[src/rtl/vga_fetch.sv]
// rtl/vga_fetch.sv - VGA 640x480 timing with centred Mac SE framebuffer byte fetch
//
// Generates registered VGA counters and syncs on the pixel clock. It fetches one
// framebuffer byte per 8 pixels inside the Mac window over a req/ack handshake, and
// hands each byte to the downstream PISO shifter with a one-cycle load strobe.
//
// Ports:
//   clock      in   pixel clock
//   nReset     in   asynchronous active-low reset
//   hSync      out  horizontal sync, active low
//   vSync      out  vertical sync, active low
//   inWindow   out  current pixel lies inside the Mac window
//   vramReq    out  fetch request, held until acked or withdrawn
//   vramAddr   out  byte address, stable while vramReq is high
//   vramAck    in   one-cycle ack; vramData valid in the same cycle
//   vramData   in   fetched byte
//   load       out  one-cycle load strobe for the shifter
//   loadData   out  byte for the shifter (bit 7 = leftmost pixel, 1 = black)
//   underrun   out  one-cycle pulse when a byte missed its load slot
module vga_fetch #(
  parameter int H_ACTIVE = 640,
  parameter int H_FP     = 16,
  parameter int H_SYNC   = 96,
  parameter int H_BP     = 48,
  parameter int V_ACTIVE = 480,
  parameter int V_FP     = 10,
  parameter int V_SYNC   = 2,
  parameter int V_BP     = 33,
  parameter int WIN_X0   = 64,
  parameter int WIN_Y0   = 69,
  parameter int WIN_W    = 512,
  parameter int WIN_H    = 342,
  parameter int ADDR_W   = 15
) (
  input  logic              clock,
  input  logic              nReset,
  output logic              hSync,
  output logic              vSync,
  output logic              inWindow,
  output logic              vramReq,
  output logic [ADDR_W-1:0] vramAddr,
  input  logic              vramAck,
  input  logic [7:0]        vramData,
  output logic              load,
  output logic [7:0]        loadData,
  output logic              underrun
);

  localparam int H_TOTAL = H_ACTIVE + H_FP + H_SYNC + H_BP;
  localparam int V_TOTAL = V_ACTIVE + V_FP + V_SYNC + V_BP;
  localparam int HW = $clog2(H_TOTAL);
  localparam int VW = $clog2(V_TOTAL);

  localparam logic [HW-1:0] H_LAST  = HW'(H_TOTAL - 1);
  localparam logic [VW-1:0] V_LAST  = VW'(V_TOTAL - 1);
  localparam logic [HW-1:0] HS_LO   = HW'(H_ACTIVE + H_FP);
  localparam logic [HW-1:0] HS_HI   = HW'(H_ACTIVE + H_FP + H_SYNC);
  localparam logic [VW-1:0] VS_LO   = VW'(V_ACTIVE + V_FP);
  localparam logic [VW-1:0] VS_HI   = VW'(V_ACTIVE + V_FP + V_SYNC);
  localparam logic [HW-1:0] X_LO    = HW'(WIN_X0);
  localparam logic [HW-1:0] X_HI    = HW'(WIN_X0 + WIN_W);
  localparam logic [VW-1:0] Y_LO    = VW'(WIN_Y0);
  localparam logic [VW-1:0] Y_HI    = VW'(WIN_Y0 + WIN_H);
  // Each byte is requested one 8-pixel slot ahead of the pixels it paints.
  localparam logic [HW-1:0] REQ_LO  = HW'(WIN_X0 - 8);
  localparam logic [HW-1:0] REQ_HI  = HW'(WIN_X0 - 8 + WIN_W);
  localparam logic [HW-1:0] BLANK_H = HW'(WIN_X0 + WIN_W - 1);

  typedef enum logic [1:0] {
    F_IDLE = 2'd0,  // no request outstanding
    F_WAIT = 2'd1,  // request raised, waiting for ack
    F_HAVE = 2'd2   // byte held in buffer until its load slot
  } fetch_t;

  fetch_t fetchState, fetchNext;

  logic [HW-1:0]     hCount, hNext;
  logic [VW-1:0]     vCount, vNext;
  logic [2:0]        phase;
  logic              lineNext, inReqRange, reqSlot, loadSlot, blankSlot;
  logic              blank, ackTake, dataLoad;
  logic [ADDR_W-1:0] addrCnt;
  logic [7:0]        buffer;

  // Everything registered is decoded from the next counter values so that it
  // lines up with the counters in the same cycle.
  always_comb begin
    hNext = hCount + HW'(1);
    vNext = vCount;
    if (hCount == H_LAST) begin
      hNext = '0;
      vNext = (vCount == V_LAST) ? '0 : vCount + VW'(1);
    end
  end

  assign phase      = hNext[2:0] - REQ_LO[2:0];
  assign lineNext   = (vNext >= Y_LO) && (vNext < Y_HI);
  assign inReqRange = (hNext >= REQ_LO) && (hNext < REQ_HI);
  assign reqSlot    = lineNext && inReqRange && (phase == 3'd0);
  assign loadSlot   = lineNext && inReqRange && (phase == 3'd7);
  assign blankSlot  = lineNext && (hNext == BLANK_H);

  assign vramReq  = (fetchState == F_WAIT);
  assign ackTake  = vramAck && vramReq;
  assign dataLoad = load && !blank;

  always_ff @(posedge clock or negedge nReset) begin
    if (!nReset) fetchState <= F_IDLE;
    else         fetchState <= fetchNext;
  end

  // A load slot always closes the current request; a new request slot (which
  // can be the very next cycle) always opens one.
  always_comb begin
    fetchNext = fetchState;
    case (fetchState)
      F_WAIT: begin
        if (dataLoad)     fetchNext = F_IDLE;
        else if (ackTake) fetchNext = F_HAVE;
      end
      F_HAVE: if (dataLoad) fetchNext = F_IDLE;
      default: fetchNext = fetchState;
    endcase
    if (reqSlot) fetchNext = F_WAIT;
  end

  always_ff @(posedge clock or negedge nReset) begin
    if (!nReset) begin
      hCount   <= '0;
      vCount   <= '0;
      hSync    <= 1'b1;
      vSync    <= 1'b1;
      inWindow <= 1'b0;
      load     <= 1'b0;
      blank    <= 1'b0;
      vramAddr <= '0;
      addrCnt  <= '0;
      buffer   <= 8'h00;
    end else begin
      hCount   <= hNext;
      vCount   <= vNext;
      hSync    <= !((hNext >= HS_LO) && (hNext < HS_HI));
      vSync    <= !((vNext >= VS_LO) && (vNext < VS_HI));
      inWindow <= lineNext && (hNext >= X_LO) && (hNext < X_HI);
      load     <= loadSlot || blankSlot;
      blank    <= blankSlot;
      if (ackTake) buffer <= vramData;
      if (reqSlot) vramAddr <= addrCnt;
      // The address advances per issued request, acked or not.
      if ((hCount == '0) && (vCount == '0)) addrCnt <= '0;
      else if (reqSlot)                      addrCnt <= addrCnt + ADDR_W'(1);
    end
  end

  // An ack landing in the load cycle itself is forwarded straight through.
  always_comb begin
    loadData = 8'h00;
    underrun = 1'b0;
    if (dataLoad) begin
      if (fetchState == F_HAVE) loadData = buffer;
      else if (ackTake)         loadData = vramData;
      else                      underrun = 1'b1;
    end
  end

endmodule

[config.mk]
export PLATFORM = sky130hd
export DESIGN_NAME = vga_fetch
export DESIGN_NICKNAME = d
export VERILOG_FILES = /design/src/rtl/vga_fetch.sv
export SDC_FILE = /design/constraint.sdc
export NUM_CORES = 1
export LEC_CHECK = 0
export ABC_AREA = 1
export BUFFER_PORTS_ARGS = -buffer_cell sky130_fd_sc_hd__buf_2
export CAP_MARGIN = 20
export CORE_MARGIN = 4
export CORE_UTILIZATION = 59
export CTS_CLUSTER_SIZE = 20
export DETAILED_ROUTE_END_ITERATION = 10
export GPL_TIMING_DRIVEN = 0
export PLACE_DENSITY = 0.87
export SYNTH_ARGS = -nofsm -noshare
export SYNTH_HDL_FRONTEND = slang
export SYNTH_SLANG_ARGS = --single-unit
[constraint.sdc]
create_clock -name clock -period 2.7 [get_ports clock]
set_input_delay 0.135 -clock clock [delete_from_list [all_inputs] [get_ports clock]]
set_output_delay 0.135 -clock clock [all_outputs]
set_load 0.1 [all_outputs]
==> results of run 1 <==
==> per-stage QoR <==
stage | std cells | total power [uW] | hold slack (ns) | setup slack (ns)
6_report | 658 | 2090 | 0.0150 | 0.211
2_1_floorplan | 525 | 1190 | -0.161 | -0.130
3_5_place_dp | 642 | 1250 | 0.242 | 0.115
4_1_cts | 659 | 2090 | 0.0149 | 0.0827
3_3_place_gp | 641 | 1230 | 0.373 | 0.216
5_1_grt | 658 | 2170 | 0.0238 | -0.00262
==> cells in the final DEF (no fill, tap or decap), types with 3 or more instances in the layout <==
cell      instances
a21oi_2          10
clkbuf_8          9
ha_1              5
nand2_1         173
nor2_1           35
xor2_1           15
buf_2            40
nand3_1          59
clkbuf_1          4
o21ai_1           7
inv_6             3
inv_1            72
nand4_1          25
nor3_1            9
buf_6             3
dfrtp_1          61
o21ai_0           5
nor2_2            5
nor2_4            4
buf_4             4
==> what timing repair did <==
item	4_1_cts	5_1_grt
gates resized for setup	0	10
endpoints found under the setup margin	0	34
endpoints found under the hold margin	31	0
hold buffers	1	0
==> worst max path at each step <==
stage | to | slack [ns] | cells after the start
floorplan | underrun | -0.13 | 5
global placement | addrCnt[6] | 0.22 | 16
detailed placement | addrCnt[6] | 0.12 | 17
CTS | addrCnt[6] | 0.08 | 12
global route | addrCnt[14] | -0.003 | 15
finish | addrCnt[6] | 0.21 | 12
==> cells in the mapped netlist (all sizes together), types with 7 or more instances <==
master,n,share of area
nand2,176,0.18
inv,72,0.071
dfrtp,63,0.41
nand3,60,0.080
nor2,44,0.052
nand4,27,0.048
xor2,15,0.034
o21ai,14,0.020
a21oi,11,0.016
nor3,10,0.013
buf,9,0.019
clkbuf,7,0.0069
ha,7,0.023
==> final cells by class <==
type	instances	area (um2)	area share
Buffer	15	97.6	0.0222
Clock buffer	9	124	0.0282
Clock inverter	7	76.3	0.0174
Inverter	74	278	0.0633
Multi-Input combinational cell	370	1860	0.424
Sequential cell	65	1630	0.372
Tap cell	77	96.3	0.0220
Timing Repair Buffer	41	225	0.0513
==> power by group <==
part	internal, uW	switching [uW]	total (uW)
combinational	52.2	105	158
sequential	1040	33.2	1070
clock	434	425	859
==> routing by layer <==
layer | track usage | routed length [um] | vias up
met1 | 0.328 | 4060 | 1748
met3 | 0.0438 | 529 | 27
met2 | 0.420 | 4430 | 133
met4 | 0.117 | 263 | 0
li1 | - | - | 1770
met5 | 0 | 0 | -
==> sequential cells by signal, indices dropped and copies added, names as in the netlist, 2 cells and up <==
signal      count
hCount         10
buffer          8
vCount         10
fetchState      2
addrCnt        15
vramAddr       15
==> tightest hold or removal path, delay by kind of cell <==
family	cells	cell delay, ns
simple gates	2	0.13
buf+inv	1	0.07
==> cell families (layout without fill, tap and decap cells) <==
kind of cell / after synthesis / after routing / share of synthesized area
simple gates: 319 / 319 / 0.373
compound gates: 29 / 29 / 0.0446
xor+xnor: 15 / 15 / 0.0344
buf+inv: 90 / 146 / 0.0987
flops: 65 / 65 / 0.427
fa+ha+maj: 7 / 7 / 0.0229
==> results.py, run 1 <==
metrics = {
    "run_status": {
        "status": "finished, final reports clean",
    },
    "timing": {
        "fin_crit_sh": 0.922,
        "slew-limit-headroom": 0.496,
        "hold_viol": 0,
        "fmax_mhz": 402,
        "setup_tns_ns": 0,
        "min_period_ns": 2.49,
        "slew_violations": 0,
        "finalClockSkew_ns": 0.00911,
        "worstMarginPinSlew_ns": 0.755,
        "setup_viol": 0,
    },
    "synthesis": {
        "synth-edff-count": 0,
        "synth_cells": 525,
        "ys_ff_latch": 65,
        "ys.flop_type": "dfrtp_1",
        "async_flop_share": 1.00,
        "synth_fp_nets": 543,
        "ys_seq_area_frac": 0.427,
        "syn_avg_cell_area_um2": 7.27,
        "synth_area_um2": 3820,
        "synth_cell_types": 32,
        "yosys_warnings": 0,
    },
    "clocking": {
        "cts_buffers": 9,
        "root_buffer": "clkbuf_8",
        "cts_tree": "done",
        "clk_path_buf_depth": 2,
        "worstSkewPairLatency_ns": 0.36,
        "cts.sinks": 65,
        "htreeDepth": 3,
        "clk_pin_slew_ns": 0.08,
        "post_cts.repair.setup_buffers": 0,
    },
    "worst_setup_path": {
        "reg2reg_from": "hCount[1]",
        "startpoint": "hCount[1]",
        "path_max_fanout": 10,
        "reg2reg_slack_ns": 0.21,
        "path_class": "reg -> reg",
        "endpoint_kind": "flop",
        "critPathMaxStageDelay_ns": 0.42,
        "cp_data_arrival_time_ns": 2.78,
        "critical-path-top-delay-family": "simple AND/OR/NAND/NOR gates",
        "cp_cell_sequence": "ha_2 -> nand4_2 -> nor2_4 -> buf_6 -> nand3_1 -> nand3_1 -> o21a_1 -> nand2_2 -> nor2_4 -> buf_6 -> nand4_1 -> nand2_1",
        "r2r_end": "addrCnt[6]",
        "worstPathRequired_ns": 2.99,
        "critPathBufInv": 2,
        "start_kind": "flop",
        "crit_slowest_cell": "dfrtp_1",
        "reg2reg_depth": 12,
    },
    "drt": {
        "routed_via_density": 5.59,
        "ant_nets": 0,
        "drc": 0,
        "finalWirelength_um": 9290,
        "wire_per_inst_um": 14.1,
        "vias": 3678,
        "drt_iter0_markers": 327,
        "first_pass_iters": 5,
    },
    "global_routing": {
        "grt_overflow": 0,
        "grt_pass1_vias": 3481,
        "grt_use_total": 0.254,
        "grt_max_degree": 34,
        "grt_pass1_wl_um": 15500,
        "antenna_found_initial": 0,
    },
    "pwr": {
        "leakagePower_uw": 0.00240,
        "p_per_area_nw_per_um2": 475,
        "max-vdd-ir-drop_mv": 0.336,
    },
    "hold_path": {
        "whs_path_depth": 3,
        "worstHoldStart": "vramData[2]",
        "hold_class": "in -> reg",
        "holdPathEnd": "buffer[2]",
    },
    "floorplan": {
        "std_cell_rows": 29,
        "core_area_um2": 6310,
        "die_area_um2": 7820,
        "fp.dieH_um": 88.4,
        "io_pins": 40,
        "die_w_um": 88.4,
        "start_util": 0.605,
    },
    "placed_design": {
        "dp_hpwl_um": 6720,
        "io_buffers": 39,
        "place_congestion": 0.926,
        "place_area_um2": 4160,
    },
    "final_layout": {
        "layout-drive-gt1-share": 0.172,
        "diodes": 0,
        "fin_area_um2": 4390,
        "fin_util": 0.695,
        "syn2layout_area_growth_pct": 14.9,
        "layout.nets": 594,
        "fillerInstances": 514,
    },
    "flow_run": {
        "cap_violations": 0,
    },
}
Note: power is estimated with default switching activity, not from simulation.
==> run 2: changes to the inputs <==
--- a/config.mk
+++ b/config.mk
@@ -9,11 +9,12 @@
 export BUFFER_PORTS_ARGS = -buffer_cell sky130_fd_sc_hd__buf_2
 export CAP_MARGIN = 20
 export CORE_MARGIN = 4
-export CORE_UTILIZATION = 59
+export CORE_UTILIZATION = 60
+export CTS_BUF_LIST = sky130_fd_sc_hd__clkbuf_8
 export CTS_CLUSTER_SIZE = 20
 export DETAILED_ROUTE_END_ITERATION = 10
 export GPL_TIMING_DRIVEN = 0
-export PLACE_DENSITY = 0.87
+export PLACE_DENSITY = 0.88
 export SYNTH_ARGS = -nofsm -noshare
 export SYNTH_HDL_FRONTEND = slang
 export SYNTH_SLANG_ARGS = --single-unit
==> results.py, run 2 (synthesis results as in run 1) <==
metrics = {
    "floorplan": {
        "fp.dieH_um": 87.8,
        "std_cell_rows": 28,
        "start_util": 0.630,
        "core_area_um2": 6060,
        "die_area_um2": 7700,
        "io_pins": 40,
        "die_w_um": 87.8,
    },
    "drt": {
        "drt_iter0_markers": 318,
        "wire_per_inst_um": 13.8,
        "finalWirelength_um": 9070,
        "ant_nets": 0,
        "first_pass_iters": 7,
        "vias": 3628,
        "routed_via_density": 5.51,
        "drc": 0,
    },
    "final_layout": {
        "layout.nets": 597,
        "diodes": 0,
        "layout.cells.non_filler": 659,
        "layout_common_cells": "173 x nand2_1, 72 x inv_1, 62 x dfrtp_1",
        "final_common_cell": "nand2_1",
        "multi_input_area_um2": 1860,
        "layout-drive-gt1-share": 0.175,
        "syn2layout_area_growth_pct": 16.2,
        "reg_top3": "addrCnt (15), vramAddr (15)",
        "fillerInstances": 456,
        "area.sequential_um2": 1630,
    },
    "global_routing": {
        "grt_pass1_vias": 3441,
        "grt_overflow": 0,
        "grt_use_total": 0.257,
        "grt_max_degree": 35,
        "grt_pass1_wl_um": 15600,
        "antenna_found_initial": 0,
    },
    "worst_setup_path": {
        "reg2reg_depth": 12,
        "reg2reg_from": "hCount[0]",
        "start_kind": "flop",
        "endpoint_kind": "flop",
        "worstPathRequired_ns": 2.99,
        "cp_data_arrival_time_ns": 2.78,
        "r2r_end": "addrCnt[12]",
        "path_class": "reg -> reg",
        "reg2reg_slack_ns": 0.21,
        "path_max_fanout": 10,
    },
    "timing": {
        "fin_crit_sh": 0.923,
        "setup_viol": 0,
        "rsz0062_at_grt": "no",
        "slew_violations": 0,
        "hold_viol": 0,
        "setup_tns_ns": 0,
        "worstMarginPinSlew_ns": 0.789,
        "min_period_ns": 2.49,
        "slew-limit-headroom": 0.474,
        "fmax_mhz": 401,
        "finalClockSkew_ns": 0.00979,
    },
    "clocking": {
        "htreeDepth": 3,
        "worstSkewPairLatency_ns": 0.35,
        "clk_pin_slew_ns": 0.08,
        "cts_buffers": 9,
        "cts.sinks": 65,
        "root_buffer": "clkbuf_8",
        "cts_tree": "done",
        "clk_path_buf_depth": 2,
    },
    "placed_design": {
        "place_congestion": 0.944,
        "io_buffers": 39,
        "place_inst": 640,
        "dp_hpwl_um": 6470,
    },
    "run_status": {
        "status": "finished, final reports clean",
    },
    "hold_path": {
        "whs_path_depth": 3,
        "holdPathEnd": "buffer[2]",
        "worstHoldStart": "vramData[2]",
        "hold_class": "in -> reg",
    },
    "pwr": {
        "p_per_area_nw_per_um2": 489,
        "leakagePower_uw": 0.00243,
        "max-vdd-ir-drop_mv": 0.332,
    },
    "flow_run": {
        "cap_violations": 0,
    },
}
## run 2: report_power, final
group	switching (uW)	internal, uW	leakage (uW)
Sequential	33.7	1040	0.000870
Clock	415	529	0.000115
Combinational	103	52.1	0.00145
## run 2: worst max path at each step
stage,start,to,slack (ns),cells after the start
floorplan,load,underrun,-0.13,5
global placement,vCount[0],addrCnt[3],0.25,16
detailed placement,vCount[0],addrCnt[3],0.14,16
CTS,vCount[0],addrCnt[3],0.02,15
global route,hCount[0],addrCnt[3],0.00004,13
finish,hCount[0],addrCnt[12],0.21,12
## run 2: critical path, cell delays in order, from the launching register on
cell	delay [ns]
dfrtp_2	0.42
ha_2	0.23
nand3_1	0.15
nor2_4	0.18
nand2_4	0.12
nand3_2	0.11
nand3_1	0.14
nand2_1	0.13
nand3_1	0.13
nor2_4	0.18
clkbuf_1	0.39
nand4_1	0.15
nand2_1	0.10
## run 2: cell type report
cell class	instances	share of cell area
buffer	15	0.0217
clock buffer	9	0.0279
clock inverter	7	0.0226
inverter	74	0.0626
multi-input combinational	370	0.420
sequential	65	0.368
tap	75	0.0212
timing repair buffer	44	0.0559
## run 2: stage by stage
step           total power, uW  cell area, um2   util  hold WS, ns  setup slack (ns)
2_1_floorplan             1190            3850      -       -0.161            -0.130
3_3_place_gp              1230            4140  0.683        0.377             0.248
3_5_place_dp              1250            4160  0.687        0.259             0.139
4_1_cts                   2180            4400  0.725       0.0217            0.0223
5_1_grt                   2270            4430  0.732       0.0150         0.0000366
6_report                  2170            4430  0.732       0.0229             0.207
## run 2: per-layer routing
layer | routed length [um] | GRT usage | part of all wire
met1 | 3990 | 0.347 | 0.44
met2 | 4190 | 0.405 | 0.46
met4 | 180 | 0.0948 | 0.020
met5 | 0 | 0 | 0
met3 | 701 | 0.0583 | 0.077
## run 2: timing repair
item	in CTS	in global routing
gates resized for setup	0	8
setup endpoints to repair	0	34
hold buffers	1	0
endpoints found under the hold margin	32	0
buffers inserted	0	3
